==> src/rtl/mem_port_arbiter_if.sv <==
// rtl/mem_port_arbiter_if.sv - requester-side command/response bundle for one arbiter port
interface mem_port_arbiter_if #(
   parameter int ADDR_WIDTH = 14,
   parameter int DATA_WIDTH = 32
);
   logic                    req;
   logic                    wren;
   logic [DATA_WIDTH/8-1:0] wmask;
   logic [ADDR_WIDTH-1:0]   addr;
   logic [DATA_WIDTH-1:0]   wdata;
   logic                    gnt;
   logic                    rvalid;
   logic [DATA_WIDTH-1:0]   rdata;

   modport master (output req, wren, wmask, addr, wdata, input gnt, rvalid, rdata);
   modport slave  (input req, wren, wmask, addr, wdata, output gnt, rvalid, rdata);
endinterface

==> src/rtl/mem_port_arbiter.sv <==
// rtl/mem_port_arbiter.sv - two-port SPRAM arbiter, port 0 priority with bounded port 1 starvation
// Optional MEM_ARB_ROUND_ROBIN_EN replaces the wait counter with round-robin on contention.
module mem_port_arbiter #(
   parameter int ADDR_WIDTH = 14,
   parameter int DATA_WIDTH = 32,
   parameter int MAX_WAIT   = 4
) (
   input  logic                    clk,
   input  logic                    rst,
   mem_port_arbiter_if.slave       m0,
   mem_port_arbiter_if.slave       m1,
   output logic                    mem_wren,
   output logic [DATA_WIDTH/8-1:0] mem_wmask,
   output logic [ADDR_WIDTH-1:0]   mem_addr,
   output logic [DATA_WIDTH-1:0]   mem_wdata,
   input  logic [DATA_WIDTH-1:0]   mem_rdata
);
   logic       m0_gnt;
   logic       m1_gnt;
   logic       m1_wins;
   logic [1:0] rd_pend;

`ifdef MEM_ARB_ROUND_ROBIN_EN
   logic last_gnt;

   // On contention the port that did not win last time goes next.
   assign m1_wins = ~last_gnt;

   always_ff @(posedge clk) begin
      if (rst) begin
         last_gnt <= 1'b1;
      end else if (m0_gnt) begin
         last_gnt <= 1'b0;
      end else if (m1_gnt) begin
         last_gnt <= 1'b1;
      end
   end
`else
   localparam logic [3:0] WAIT_LIMIT = 4'(MAX_WAIT);
   logic [3:0] wait_cnt;

   assign m1_wins = (wait_cnt == WAIT_LIMIT);

   always_ff @(posedge clk) begin
      if (rst) begin
         wait_cnt <= 4'd0;
      end else if (m1.req & ~m1_gnt) begin
         if (wait_cnt != WAIT_LIMIT) begin
            wait_cnt <= wait_cnt + 4'd1;
         end
      end else begin
         wait_cnt <= 4'd0;
      end
   end
`endif

   assign m0_gnt = ~rst & m0.req & ~(m1.req & m1_wins);
   assign m1_gnt = ~rst & m1.req & (~m0.req | m1_wins);
   assign m0.gnt = m0_gnt;
   assign m1.gnt = m1_gnt;

   // Idle cycles present port 0's fields so the address bus stays quiet.
   assign mem_addr  = m1_gnt ? m1.addr  : m0.addr;
   assign mem_wdata = m1_gnt ? m1.wdata : m0.wdata;
   assign mem_wmask = m1_gnt ? m1.wmask : m0.wmask;
   assign mem_wren  = (m0_gnt & m0.wren) | (m1_gnt & m1.wren);

   always_ff @(posedge clk) begin
      if (rst) begin
         rd_pend <= 2'b00;
      end else begin
         rd_pend <= {m1_gnt & ~m1.wren, m0_gnt & ~m0.wren};
      end
   end

   // A read accepted just before reset must not report data during reset.
   assign m0.rvalid = rd_pend[0] & ~rst;
   assign m1.rvalid = rd_pend[1] & ~rst;
   assign m0.rdata  = mem_rdata;
   assign m1.rdata  = mem_rdata;
endmodule

==> src/flat_wrapper.sv <==
// flat-port wrapper written by rule: the top's interface ports become plain ports
module mem_port_arbiter_flat 
#(
   parameter int ADDR_WIDTH = 14,
   parameter int DATA_WIDTH = 32,
   parameter int MAX_WAIT   = 4
)
  (clk, rst, mem_wren, mem_wmask, mem_addr, mem_wdata, mem_rdata, m0_req, m0_wren, m0_wmask, m0_addr, m0_wdata, m0_gnt, m0_rvalid, m0_rdata, m1_req, m1_wren, m1_wmask, m1_addr, m1_wdata, m1_gnt, m1_rvalid, m1_rdata);
  mem_port_arbiter_if #(.ADDR_WIDTH(ADDR_WIDTH), .DATA_WIDTH(DATA_WIDTH)) m0_i ();
  mem_port_arbiter_if #(.ADDR_WIDTH(ADDR_WIDTH), .DATA_WIDTH(DATA_WIDTH)) m1_i ();
  input  logic clk;
  input  logic rst;
  output logic mem_wren;
  output logic [DATA_WIDTH/8-1:0] mem_wmask;
  output logic [ADDR_WIDTH-1:0] mem_addr;
  output logic [DATA_WIDTH-1:0] mem_wdata;
  input  logic [DATA_WIDTH-1:0] mem_rdata;
  input wire logic [$bits(m0_i.req)-1:0] m0_req;
  input wire logic [$bits(m0_i.wren)-1:0] m0_wren;
  input wire logic [$bits(m0_i.wmask)-1:0] m0_wmask;
  input wire logic [$bits(m0_i.addr)-1:0] m0_addr;
  input wire logic [$bits(m0_i.wdata)-1:0] m0_wdata;
  output wire logic [$bits(m0_i.gnt)-1:0] m0_gnt;
  output wire logic [$bits(m0_i.rvalid)-1:0] m0_rvalid;
  output wire logic [$bits(m0_i.rdata)-1:0] m0_rdata;
  input wire logic [$bits(m1_i.req)-1:0] m1_req;
  input wire logic [$bits(m1_i.wren)-1:0] m1_wren;
  input wire logic [$bits(m1_i.wmask)-1:0] m1_wmask;
  input wire logic [$bits(m1_i.addr)-1:0] m1_addr;
  input wire logic [$bits(m1_i.wdata)-1:0] m1_wdata;
  output wire logic [$bits(m1_i.gnt)-1:0] m1_gnt;
  output wire logic [$bits(m1_i.rvalid)-1:0] m1_rvalid;
  output wire logic [$bits(m1_i.rdata)-1:0] m1_rdata;
  assign m0_i.req = m0_req;
  assign m0_i.wren = m0_wren;
  assign m0_i.wmask = m0_wmask;
  assign m0_i.addr = m0_addr;
  assign m0_i.wdata = m0_wdata;
  assign m0_gnt = m0_i.gnt;
  assign m0_rvalid = m0_i.rvalid;
  assign m0_rdata = m0_i.rdata;
  assign m1_i.req = m1_req;
  assign m1_i.wren = m1_wren;
  assign m1_i.wmask = m1_wmask;
  assign m1_i.addr = m1_addr;
  assign m1_i.wdata = m1_wdata;
  assign m1_gnt = m1_i.gnt;
  assign m1_rvalid = m1_i.rvalid;
  assign m1_rdata = m1_i.rdata;
  mem_port_arbiter #(.ADDR_WIDTH(ADDR_WIDTH), .DATA_WIDTH(DATA_WIDTH), .MAX_WAIT(MAX_WAIT)) u_core (.clk(clk), .rst(rst), .m0(m0_i), .m1(m1_i), .mem_wren(mem_wren), .mem_wmask(mem_wmask), .mem_addr(mem_addr), .mem_wdata(mem_wdata), .mem_rdata(mem_rdata));
endmodule
==> config.mk <==
export PLATFORM = sky130hd
export DESIGN_NAME = mem_port_arbiter_flat
export DESIGN_NICKNAME = d
export VERILOG_FILES = /design/src/rtl/mem_port_arbiter_if.sv /design/src/rtl/mem_port_arbiter.sv /design/src/flat_wrapper.sv
export SDC_FILE = /design/constraint.sdc
export NUM_CORES = 1
export LEC_CHECK = 0
export CORE_AREA = 2 2 100 102
export DETAILED_ROUTE_END_ITERATION = 8
export DIE_AREA = 0 0 102 104
export GPL_ROUTABILITY_DRIVEN = 0
export GPL_TIMING_DRIVEN = 0
export PLACE_DENSITY_LB_ADDON = 0.05
export SYNTH_ARGS = -nofsm -noshare
export SYNTH_HDL_FRONTEND = slang
export SYNTH_SLANG_ARGS = --single-unit
==> constraint.sdc <==
create_clock -name clk -period 2.62 [get_ports clk]
set_clock_uncertainty 0.1 [all_clocks]
set_input_delay 0.655 -clock clk [delete_from_list [all_inputs] [get_ports clk]]
set_output_delay 0.655 -clock clk [all_outputs]
set_load 0.05 [all_outputs]
==> Word level (Yosys, flattened, before mapping) <==
Index checks and enable logic that the tools add are counted.
{ "totals": {"wordCells": 30, "in_bits": 138, "register_bits": 6} }
{ "op_classes": {"add_sub_neg": 1, "n_reduce_logical": 1, "bitwise": 21, "mux": 3, "n_eq_ne": 2} }
{ "ops": {"columns": ["op", "n"], "rows": [
  ["32-bit two-way mux", 1],
  ["14-bit two-way mux", 1],
  ["1-bit AND", 12],
  ["1-bit inverter", 7],
  ["4-bit by 1-bit adder with 4-bit output, second input constant", 1],
  ["4-bit by 3-bit == test with 1-bit output, second input constant", 1],
  ["4-bit two-way mux", 1],
  ["4-bit by 3-bit inequality test with 1-bit output, second input constant", 1],
  ["1-bit OR", 2],
  ["2-bit OR reduction", 1]
]} }

==> Depth between registers and ports, before layout <==
Gate-level depths: netlist of run 1.
{ "logic_depth": {"ltp_word": 7, "depth_mapped": 6} }

==> Worst setup path after synthesis of run 1 <==
Ideal clock, no wire load.
{ "synth_path": {"path_kind": "input to output", "startpoint": "input port rst", "endpoint": "output port mem_addr[10]", "t_arrival_ns": 1.884, "path_buffers": 1, "slack_ns": -0.019, "path_stages": 4, "path_cell_list": "nand2b_2 a21oi_4 buf_8 mux2_2"} }
{ "synth_between": {"elab_chain_cells": 4} }
{ "synth_lines": {"columns": ["item", "line", "source"], "rows": [
  ["start: declaration", "flat_wrapper.sv:12", "input logic rst;"],
  ["1-bit inverter", "mem_port_arbiter.sv:58", "assign m1_gnt = ~rst & m1.req & (~m0.req | m1_wins);"],
  ["1-bit AND (2 in a row)", "mem_port_arbiter.sv:58", null],
  ["named net m1_gnt", "flat_wrapper.sv:31", "output wire logic [$bits(m1_i.gnt)-1:0] m1_gnt;"],
  ["14-bit two-way mux", "mem_port_arbiter.sv:63", "assign mem_addr = m1_gnt ? m1.addr : m0.addr;"],
  ["end: declaration", "flat_wrapper.sv:15", "output logic [ADDR_WIDTH-1:0] mem_addr;"]
]} }
The timed path passes the listed nets, and every way through them passes these cells.

==> Worst setup path after layout of run 1 <==
{ "layout_path": {"startpoint": "input port rst", "endpoint": "output port mem_wdata[26]"} }
{ "layout_between": {"elab_chain_cells": 4} }
{ "layout_lines": {"columns": ["item", "line", "source"], "rows": [
  ["1-bit inverter", "mem_port_arbiter.sv:58", null],
  ["1-bit AND (2 in a row)", "mem_port_arbiter.sv:58", null],
  ["32-bit two-way mux", "mem_port_arbiter.sv:64", "assign mem_wdata = m1_gnt ? m1.wdata : m0.wdata;"],
  ["end: declaration", "flat_wrapper.sv:16", "output logic [DATA_WIDTH-1:0] mem_wdata;"]
]} }
Every way passes these cells.

==> reports/summary.log, run 1 <==
INFO  pwr            power_leakage=0.00194uW
INFO  pwr            power_density=293mW/mm2
INFO  timing         maxSlewHeadroom=0.647
INFO  clock_network  buffer_type_at_the_clock_tree_root=sky130_fd_sc_hd__clkbuf_8
INFO  pwr            p_sw=574uW
INFO  run_status     run_status=finished with violations
INFO  drt            drt_iter0_drc=17
INFO  cells_and_area insertedDiodeCount=0
INFO  place          placed_area=0.00387mm2
INFO  global_routing overflow=0
INFO  cells_and_area fraction_of_final_layout_cells_with_drive_strength_greater_than_1=0.510
INFO  drt            final_antenna_net_count=0
INFO  drt            routed-via-count=1865
INFO  global_routing grt.total_usage=0.122
INFO  worst_setup_path worst_r2r_path_depth=7
INFO  worst_setup_path crit_path_end_kind=primary output
INFO  worst_setup_path worstSetupStartpointType=primary input
INFO  timing         layout_setup_ws=-0.0247ns
INFO  worst_setup_path worstSetupPathType=primary input to primary output
INFO  worst_setup_path crit_required=1.87ns
INFO  die            pin_count=257
INFO  synth          yosysWarningCount=0
INFO  synth          yosys.area.top_type_share=0.329
INFO  clock_network  cts_hold_buffers=0
INFO  synth          synthesis.area=0.00146mm2
INFO  die            die-width=102um
INFO  place          place_hpwl=6.07mm
INFO  cells_and_area finalNonFillerCells=521
INFO  synth          synth_largest_area_cell=sky130_fd_sc_hd__buf_4
INFO  clock_network  cts-root-to-sink-buffers=2
INFO  clock_network  clkSlewWorstSetupHoldPaths=0.04ns
INFO  global_routing number_of_global_route_vias_before_repair=1999
INFO  synth          syn-instance-count=149
INFO  worst_setup_path timing.critical_path.fanout_max=5
INFO  pwr            p_comb_frac=0.820
INFO  place          place.detailed.instances=506
INFO  drt            routedWlPerCell=13.7um
INFO  global_routing grt_antenna_before_repair=0
INFO  clock_network  clkLatencyLatePin=0.22ns
INFO  clock_network  cts_buffers=3
INFO  worst_setup_path critical_path.reg2reg.endpoint=u_core.rd_pend[1]$_SDFF_PP0_
INFO  cells_and_area fin_nets=530
INFO  pwr            irDropWorstVdd=150uV
INFO  drt            totalWireLength=7.16mm
INFO  synth          yosysSeqAreaShare=0.0823
INFO  clock_network  clock_sink_total=6
INFO  timing         rsz0062_at_grt=true
INFO  run_status     violations_in_the_final_reports=setup timing
INFO  min_path       hold_crit_endpoint=u_core.wait_cnt[0]$_SDFFE_PP0P_
INFO  cells_and_area post_route_standard_cell_area_excluding_fillers=0.00436mm2
INFO  die            area_of_the_die=0.0106mm2
INFO  global_routing grt_first_pass_wirelength=10.1mm
INFO  synth          synth_nets=289
INFO  timing         worst_pin_slew=0.527ns
INFO  pwr            power.clock.fraction=0.106
INFO  timing         slew_violations=0
INFO  worst_setup_path r2r_start=u_core.wait_cnt[0]$_SDFFE_PP0P_
INFO  die            floorplan.initialDensity=0.153
INFO  synth          avgSynthCellArea=9.80um2
INFO  pwr            p_int=704uW
INFO  min_path       min_delay_path_depth=2
INFO  timing         min_period_over_period=1.01
INFO  timing         timing.final.hold_violations=0
INFO  drt            first_pass_iters=4
INFO  job            cap_violations=0
INFO  die            num_rows=36
INFO  timing         finish_stage_setup_viols=5
INFO  drt            drc=0
INFO  clock_network  cts_htree_levels=1
INFO  die            floorplan.die.height=104um
INFO  synth          synth.area.top_cells=sky130_fd_sc_hd__buf_4 (33%), sky130_fd_sc_hd__mux2_2 (31%), sky130_fd_sc_hd__mux2_4 (10%)
INFO  synth          ys_ff_latch=6
INFO  worst_setup_path worst-r2r-setup-slack=1.26ns
INFO  drt            post_drt_via_cell_ratio=3.58
INFO  pwr            switching_share=0.449
INFO  timing         max_freq=378MHz
INFO  min_path       hold_class=flip-flop to flip-flop
INFO  worst_setup_path worst_ep_arrival_time=1.89ns
INFO  min_path       min-delay-start=u_core.wait_cnt[0]$_SDFFE_PP0P_
INFO  cells_and_area area_delta_synth_final=198%
INFO  synth          synth.lib_cells_used.distinct=19
INFO  place          portBuffers=224
INFO  timing         timing.final.crit_period=2.64ns
INFO  die            placeable_area=0.00955mm2
INFO  global_routing pin_count_of_the_biggest_net_entering_global_routing=11
INFO  clock_network  tritoncts=built
INFO  pwr            sequentialPowerShare=0.074
[logic make-up (layout without fill, tap and decap cells)]
logic type,count (synthesis),count (layout),share of synthesized area
buf+inv,74,313,0.397
mux,50,50,0.411
simple gates,12,12,0.0565
flops,6,6,0.0823
compound gates,3,3,0.0240
fa+ha+maj,2,2,0.0171
xor+xnor,2,2,0.0120
[cell usage after synthesis, drive strengths merged]
| cell | count |
|---|---|
| nand3b | 1 |
| inv | 5 |
| nand2 | 1 |
| dfxtp | 6 |
| nand2b | 1 |
| nor3 | 4 |
| nand3 | 1 |
| a21oi | 1 |
| xnor2 | 1 |
| mux2 | 50 |
| buf | 69 |
| ha | 2 |
| o211a | 1 |
| xor2 | 1 |
| nor2b | 4 |
| a22o | 1 |
[registers in the layout, indices dropped and copies added (netlist names)]
register	count
u_core.rd_pend	2
u_core.wait_cnt	4
[how the worst max path moves through the flow]
stage,from,slack (ns),endpoint,depth (start not counted)
2_1_floorplan,rst,-0.02,mem_addr[10],4
3_3_place_gp,rst,-1.23,mem_wdata[11],6
3_5_place_dp,rst,-1.25,mem_wdata[11],6
4_1_cts,rst,-0.01,mem_wdata[26],8
5_1_grt,rst,-0.07,mem_wdata[24],8
6_report,rst,-0.02,mem_wdata[26],8
[critical path, stage by stage]
cell	delay, ns
sky130_fd_sc_hd__buf_8	0.09
sky130_fd_sc_hd__nand2b_4	0.14
sky130_fd_sc_hd__a21oi_4	0.16
sky130_fd_sc_hd__buf_12	0.15
sky130_fd_sc_hd__buf_12	0.10
sky130_fd_sc_hd__buf_8	0.11
sky130_fd_sc_hd__mux2_4	0.31
sky130_fd_sc_hd__buf_8	0.15
[through the flow]
stage	power (uW)	util	setup slack [ns]	hold slack, ns	setup TNS, ns
5_1_grt	1330	0.456	-0.0666	0.446	-0.598
6_report	1280	0.456	-0.0247	0.417	-0.101
3_3_place_gp	1050	0.405	-1.23	0.386	-61.88
3_5_place_dp	1050	0.405	-1.25	0.391	-62.99
4_1_cts	1220	0.425	-0.0143	0.411	-0.0802
2_1_floorplan	672	-	-0.0188	0.354	-0.131
[cells in the final DEF, fill, tap and decap left out]
master,netlist,final
sky130_fd_sc_hd__o211a_1,1,1
sky130_fd_sc_hd__a21oi_4,1,1
sky130_fd_sc_hd__nand3_1,1,1
sky130_fd_sc_hd__ha_1,2,1
sky130_fd_sc_hd__xor2_1,1,1
sky130_fd_sc_hd__clkbuf_16,0,2
sky130_fd_sc_hd__inv_1,5,3
sky130_fd_sc_hd__clkdlybuf4s50_1,0,167
sky130_fd_sc_hd__clkbuf_2,0,1
sky130_fd_sc_hd__dfxtp_2,0,2
sky130_fd_sc_hd__nand2_1,1,1
sky130_fd_sc_hd__buf_6,0,22
sky130_fd_sc_hd__buf_8,4,32
sky130_fd_sc_hd__mux2_2,40,12
sky130_fd_sc_hd__a22o_2,0,1
sky130_fd_sc_hd__mux2_4,10,38
sky130_fd_sc_hd__nor3_1,4,4
sky130_fd_sc_hd__dlymetal6s2s_1,0,1
sky130_fd_sc_hd__clkbuf_8,0,3
sky130_fd_sc_hd__nand3b_4,1,1
sky130_fd_sc_hd__inv_2,0,2
sky130_fd_sc_hd__buf_2,0,3
sky130_fd_sc_hd__nor2b_1,4,4
sky130_fd_sc_hd__nand2b_4,0,1
sky130_fd_sc_hd__xnor2_1,1,1
sky130_fd_sc_hd__buf_4,64,71
sky130_fd_sc_hd__buf_12,1,5
sky130_fd_sc_hd__dfxtp_1,6,4
sky130_fd_sc_hd__ha_4,0,1
sky130_fd_sc_hd__dlygate4sd2_1,0,1
[power by group through the flow]
stage	combinational (uW)	clock (uW)	sequential, uW
6_report	1050	136	94.6
5_1_grt	1090	144	94.7
4_1_cts	983	140	94.5
3_5_place_dp	950	0	96.0
3_3_place_gp	950	0	96.0
2_1_floorplan	576	0	95.8
[layer usage]
| layer | vias up | share of wire | GRT usage |
|---|---|---|---|
| li1 | 917 | - | - |
| met1 | 807 | 0.31 | 0.115 |
| met2 | 139 | 0.56 | 0.246 |
| met3 | 2 | 0.13 | 0.0444 |
| met4 | 0 | 0.0038 | 0.0181 |
| met5 | - | 0 | 0 |
[timing repair]
item	4_1_cts	5_1_grt
resized for setup	358	91
gates cloned	1	2
pin swaps	2	2
buffers inserted	10	0
endpoints found under the setup margin	55	53
[layout make-up]
cell class | instances | area, um2
fill | 921 | 5190
timing repair buffer | 236 | 2560
multi-input combinational | 69 | 885
buffer | 69 | 566
tap | 133 | 166
sequential | 6 | 123
clock buffer | 3 | 41.3
inverter | 5 | 18.8
No activity file was read; power rests on OpenSTA's default activity.
==> inputs of run 2 (changes only) <==
Settings changed: CORE_AREA 2 2 100 102 to 2 2 99 101, DIE_AREA 0 0 102 104 to 0 0 101 103.
Clock period 2.62 ns to 2.2 ns, I/O delays scaled along.
==> reports/summary.log, run 2 (synthesis gave the netlist of run 1 again) <==
INFO  clock_network  buffer_type_at_the_clock_tree_root=sky130_fd_sc_hd__clkbuf_8
INFO  run_status     violations_in_the_final_reports=setup timing
INFO  worst_setup_path setup.worst_path.start=u_core.wait_cnt[0]$_SDFFE_PP0P_
INFO  place          place_hpwl=6.31mm [+3.9%]
INFO  drt            drc=0 [unchanged]
INFO  drt            routedWlPerCell=14.5um [+5.3%]
INFO  drt            routed-via-count=1901 [+1.9%]
INFO  worst_setup_path worst-r2r-setup-slack=0.76ns [-0.50 ns]
INFO  place          portBuffers=224 [unchanged]
INFO  global_routing number_of_global_route_vias_before_repair=1932 [-3.4%]
INFO  cells_and_area final.fill_count=867 [-5.9%]
INFO  worst_setup_path timing.critical_path.fanout_max=5 [unchanged]
INFO  worst_setup_path crit_required=1.55ns [-0.32 ns]
INFO  timing         slew_violations=0 [unchanged]
INFO  clock_network  clkSlewWorstSetupHoldPaths=0.04ns [about the same]
INFO  cells_and_area area_delta_synth_final=204%
INFO  worst_setup_path worstSetupPathType=flip-flop to primary output
INFO  timing         layout_setup_ws=-0.293ns [-0.268 ns]
INFO  global_routing overflow=0 [unchanged]
INFO  clock_network  clock_sink_total=6 [unchanged]
INFO  timing         worst_pin_slew=0.524ns [-0.00386 ns]
INFO  global_routing grt_antenna_before_repair=0 [unchanged]
INFO  timing         timing.final.hold_violations=0 [unchanged]
INFO  clock_network  cts_htree_levels=1 [unchanged]
INFO  drt            final_antenna_net_count=0 [unchanged]
INFO  worst_setup_path worst_r2r_path_depth=8 [+1]
INFO  cells_and_area insertedDiodeCount=0 [unchanged]
INFO  cells_and_area fin_nets=534 [+0.75%]
INFO  global_routing grt.total_usage=0.121 [-0.000909]
INFO  worst_setup_path r2r_start=u_core.wait_cnt[0]$_SDFFE_PP0P_
INFO  run_status     run_status=finished with violations
INFO  die            num_rows=36 [unchanged]
INFO  clock_network  cts_buffers=3 [unchanged]
INFO  global_routing pin_count_of_the_biggest_net_entering_global_routing=11 [unchanged]
INFO  die            area_of_the_die=0.0104mm2 [-1.9%]
INFO  job            cap_violations=0 [unchanged]
INFO  drt            totalWireLength=7.33mm [+2.3%]
INFO  worst_setup_path cpMaxStageDelayCell=sky130_fd_sc_hd__dfxtp_2
INFO  cells_and_area mostFrequentLayoutCell=sky130_fd_sc_hd__clkdlybuf4s50_1
INFO  global_routing grt_first_pass_wirelength=9.80mm [-2.9%]
INFO  worst_setup_path worst_path_largest_cell_delay=0.31ns [about the same]
INFO  min_path       hold_class=flip-flop to flip-flop
INFO  min_path       min-delay-start=u_core.wait_cnt[0]$_SDFFE_PP0P_
INFO  die            floorplan.die.height=103um [-0.96%]
INFO  cells_and_area multi_input_comb_area=937um2 [+5.9%]
INFO  die            floorplan.initialDensity=0.154 [+0.00146]
INFO  cells_and_area largest_reg_flops=4 [unchanged]
INFO  cells_and_area most-common-layout-cells=sky130_fd_sc_hd__clkdlybuf4s50_1 (166), sky130_fd_sc_hd__buf_4 (69), sky130_fd_sc_hd__mux2_4 (50), sky130_fd_sc_hd__buf_6 (40), sky130_fd_sc_hd__buf_8 (16)
INFO  pwr            power_leakage=0.00200uW [+3.0%]
INFO  pwr            irDropWorstVdd=221uV [+47%]
INFO  timing         timing.final.crit_period=2.49ns
INFO  cells_and_area area.sequential=123um2 [unchanged]
INFO  min_path       hold_crit_endpoint=u_core.wait_cnt[0]$_SDFFE_PP0P_
INFO  cells_and_area post_route_standard_cell_area_excluding_fillers=0.00444mm2 [+1.9%]
INFO  timing         max_freq=401MHz
INFO  worst_setup_path worst_ep_arrival_time=1.84ns [-0.05 ns]
INFO  worst_setup_path timing.critical_path.cells=inv_2 -> ha_4 -> nand3b_4 -> a21oi_4 -> buf_12 -> buf_6 -> clkbuf_16 -> mux2_4 -> buf_6
INFO  worst_setup_path path_delay_family=buffers and inverters
INFO  worst_setup_path worstSetupStartpointType=flip-flop
INFO  worst_setup_path critical_path.reg2reg.endpoint=u_core.rd_pend[1]$_SDFF_PP0_
INFO  clock_network  tritoncts=built
INFO  drt            drt_iter0_drc=7 [-10]
INFO  timing         rsz0062_at_grt=true
INFO  timing         min_period_over_period=1.13
INFO  timing         totalNegativeSetupSlack=-13.68ns [-13.58 ns]
INFO  clock_network  clkLatencyLatePin=0.22ns [about the same]
INFO  worst_setup_path crit_path_end_kind=primary output
INFO  die            placeable_area=0.00946mm2 [-0.94%]
INFO  pwr            power_density=345mW/mm2 [+18%]
INFO  timing         hold_slack=0.417ns [-0.000584 ns]
INFO  worst_setup_path critical_path.most_common_cell=sky130_fd_sc_hd__buf_6
INFO  drt            first_pass_iters=2 [-2]
INFO  min_path       min_delay_path_depth=2 [unchanged]
INFO  pwr            report.power.total=1530uW [+20%]
INFO  worst_setup_path cp_num_buf_inv=5 [unchanged]
INFO  cells_and_area largest_register=u_core.wait_cnt
INFO  clock_network  cts-root-to-sink-buffers=2 [unchanged]
INFO  timing         finish_stage_setup_viols=51 [+46]
INFO  drt            post_drt_via_cell_ratio=3.76 [+5.0%]
INFO  timing         maxSlewHeadroom=0.652 [+0.00506]
INFO  place          placed_area=0.00400mm2 [+3.2%]
INFO  die            die-width=101um [-0.98%]
INFO  clock_network  cts_hold_buffers=0 [unchanged]
INFO  cells_and_area largestRegisters=u_core.wait_cnt (4), u_core.rd_pend (2)
INFO  die            pin_count=257 [unchanged]
INFO  cells_and_area fraction_of_final_layout_cells_with_drive_strength_greater_than_1=0.518 [+0.00755]
==> run 2: cell types whose count changed in the layout (fill, tap and decap cells not counted), moves of 2 or more <==
cell / delta
sky130_fd_sc_hd__buf_8: -16
sky130_fd_sc_hd__mux2_4: +12
sky130_fd_sc_hd__buf_12: +4
sky130_fd_sc_hd__buf_6: +18
sky130_fd_sc_hd__mux2_2: -12
sky130_fd_sc_hd__buf_4: -2
sky130_fd_sc_hd__clkdlybuf4s15_2: +2
==> run 2: worst max-delay path by stage <==
stage                         end  slack (ns)  cells past startpoint
CTS                   mem_addr[1]       -0.34                     10
global placement    mem_wdata[20]       -1.39                      6
detailed placement  mem_wdata[20]       -1.37                      6
global route          mem_addr[7]       -0.37                      9
floorplan            mem_addr[10]       -0.08                      4
finish                mem_addr[7]       -0.29                      9
==> run 2: per-stage QoR <==
stage	std cells	utilization	setup slack, ns
finish	506	0.469	-0.293
CTS	508	0.472	-0.340
detailed placement	487	0.422	-1.37
global placement	487	0.422	-1.39
floorplan	149	-	-0.0834
global route	506	0.469	-0.374
==> run 2: cell type report <==
cell class / instances / share of cell area
buffer: 66 / 0.117
clock buffer: 3 / 0.00930
inverter: 5 / 0.00423
multi-input combinational: 69 / 0.211
sequential: 6 / 0.0276
tap: 114 / 0.0321
timing repair buffer: 243 / 0.598
==> run 2: worst reg2reg max path, stage by stage, from the launching register on <==
cell and delay (ns):
sky130_fd_sc_hd__dfxtp_2 0.31, sky130_fd_sc_hd__inv_2 0.06, sky130_fd_sc_hd__ha_4 0.14, sky130_fd_sc_hd__nand3b_4 0.08, sky130_fd_sc_hd__a21oi_4 0.18, sky130_fd_sc_hd__buf_12 0.14, sky130_fd_sc_hd__buf_6 0.12, sky130_fd_sc_hd__clkbuf_16 0.14
sky130_fd_sc_hd__nor2b_1 0.11
==> run 2: repair_timing <==
| item | CTS | global route |
|---|---|---|
| cloned | 3 | 2 |
| gates resized for setup | 413 | 11 |
| hold endpoints to repair | 0 | 0 |
| pin swaps | 2 | 2 |
| buffers inserted | 16 | 1 |
| endpoints found under the setup margin | 55 | 53 |
==> run 2: power by group <==
part	internal (uW)	switching, uW	total (uW)
clock network	117	46.9	164
registers	112	0.824	113
logic	618	639	1260
total	848	686	1530
==> run 2: layer usage <==
layer / part of all wire / GRT usage / routed length (um)
met5: 0 / 0 / 0
met4: 0.0025 / 0.0218 / 18
met3: 0.10 / 0.0258 / 743
met2: 0.59 / 0.258 / 4300
met1: 0.31 / 0.118 / 2260
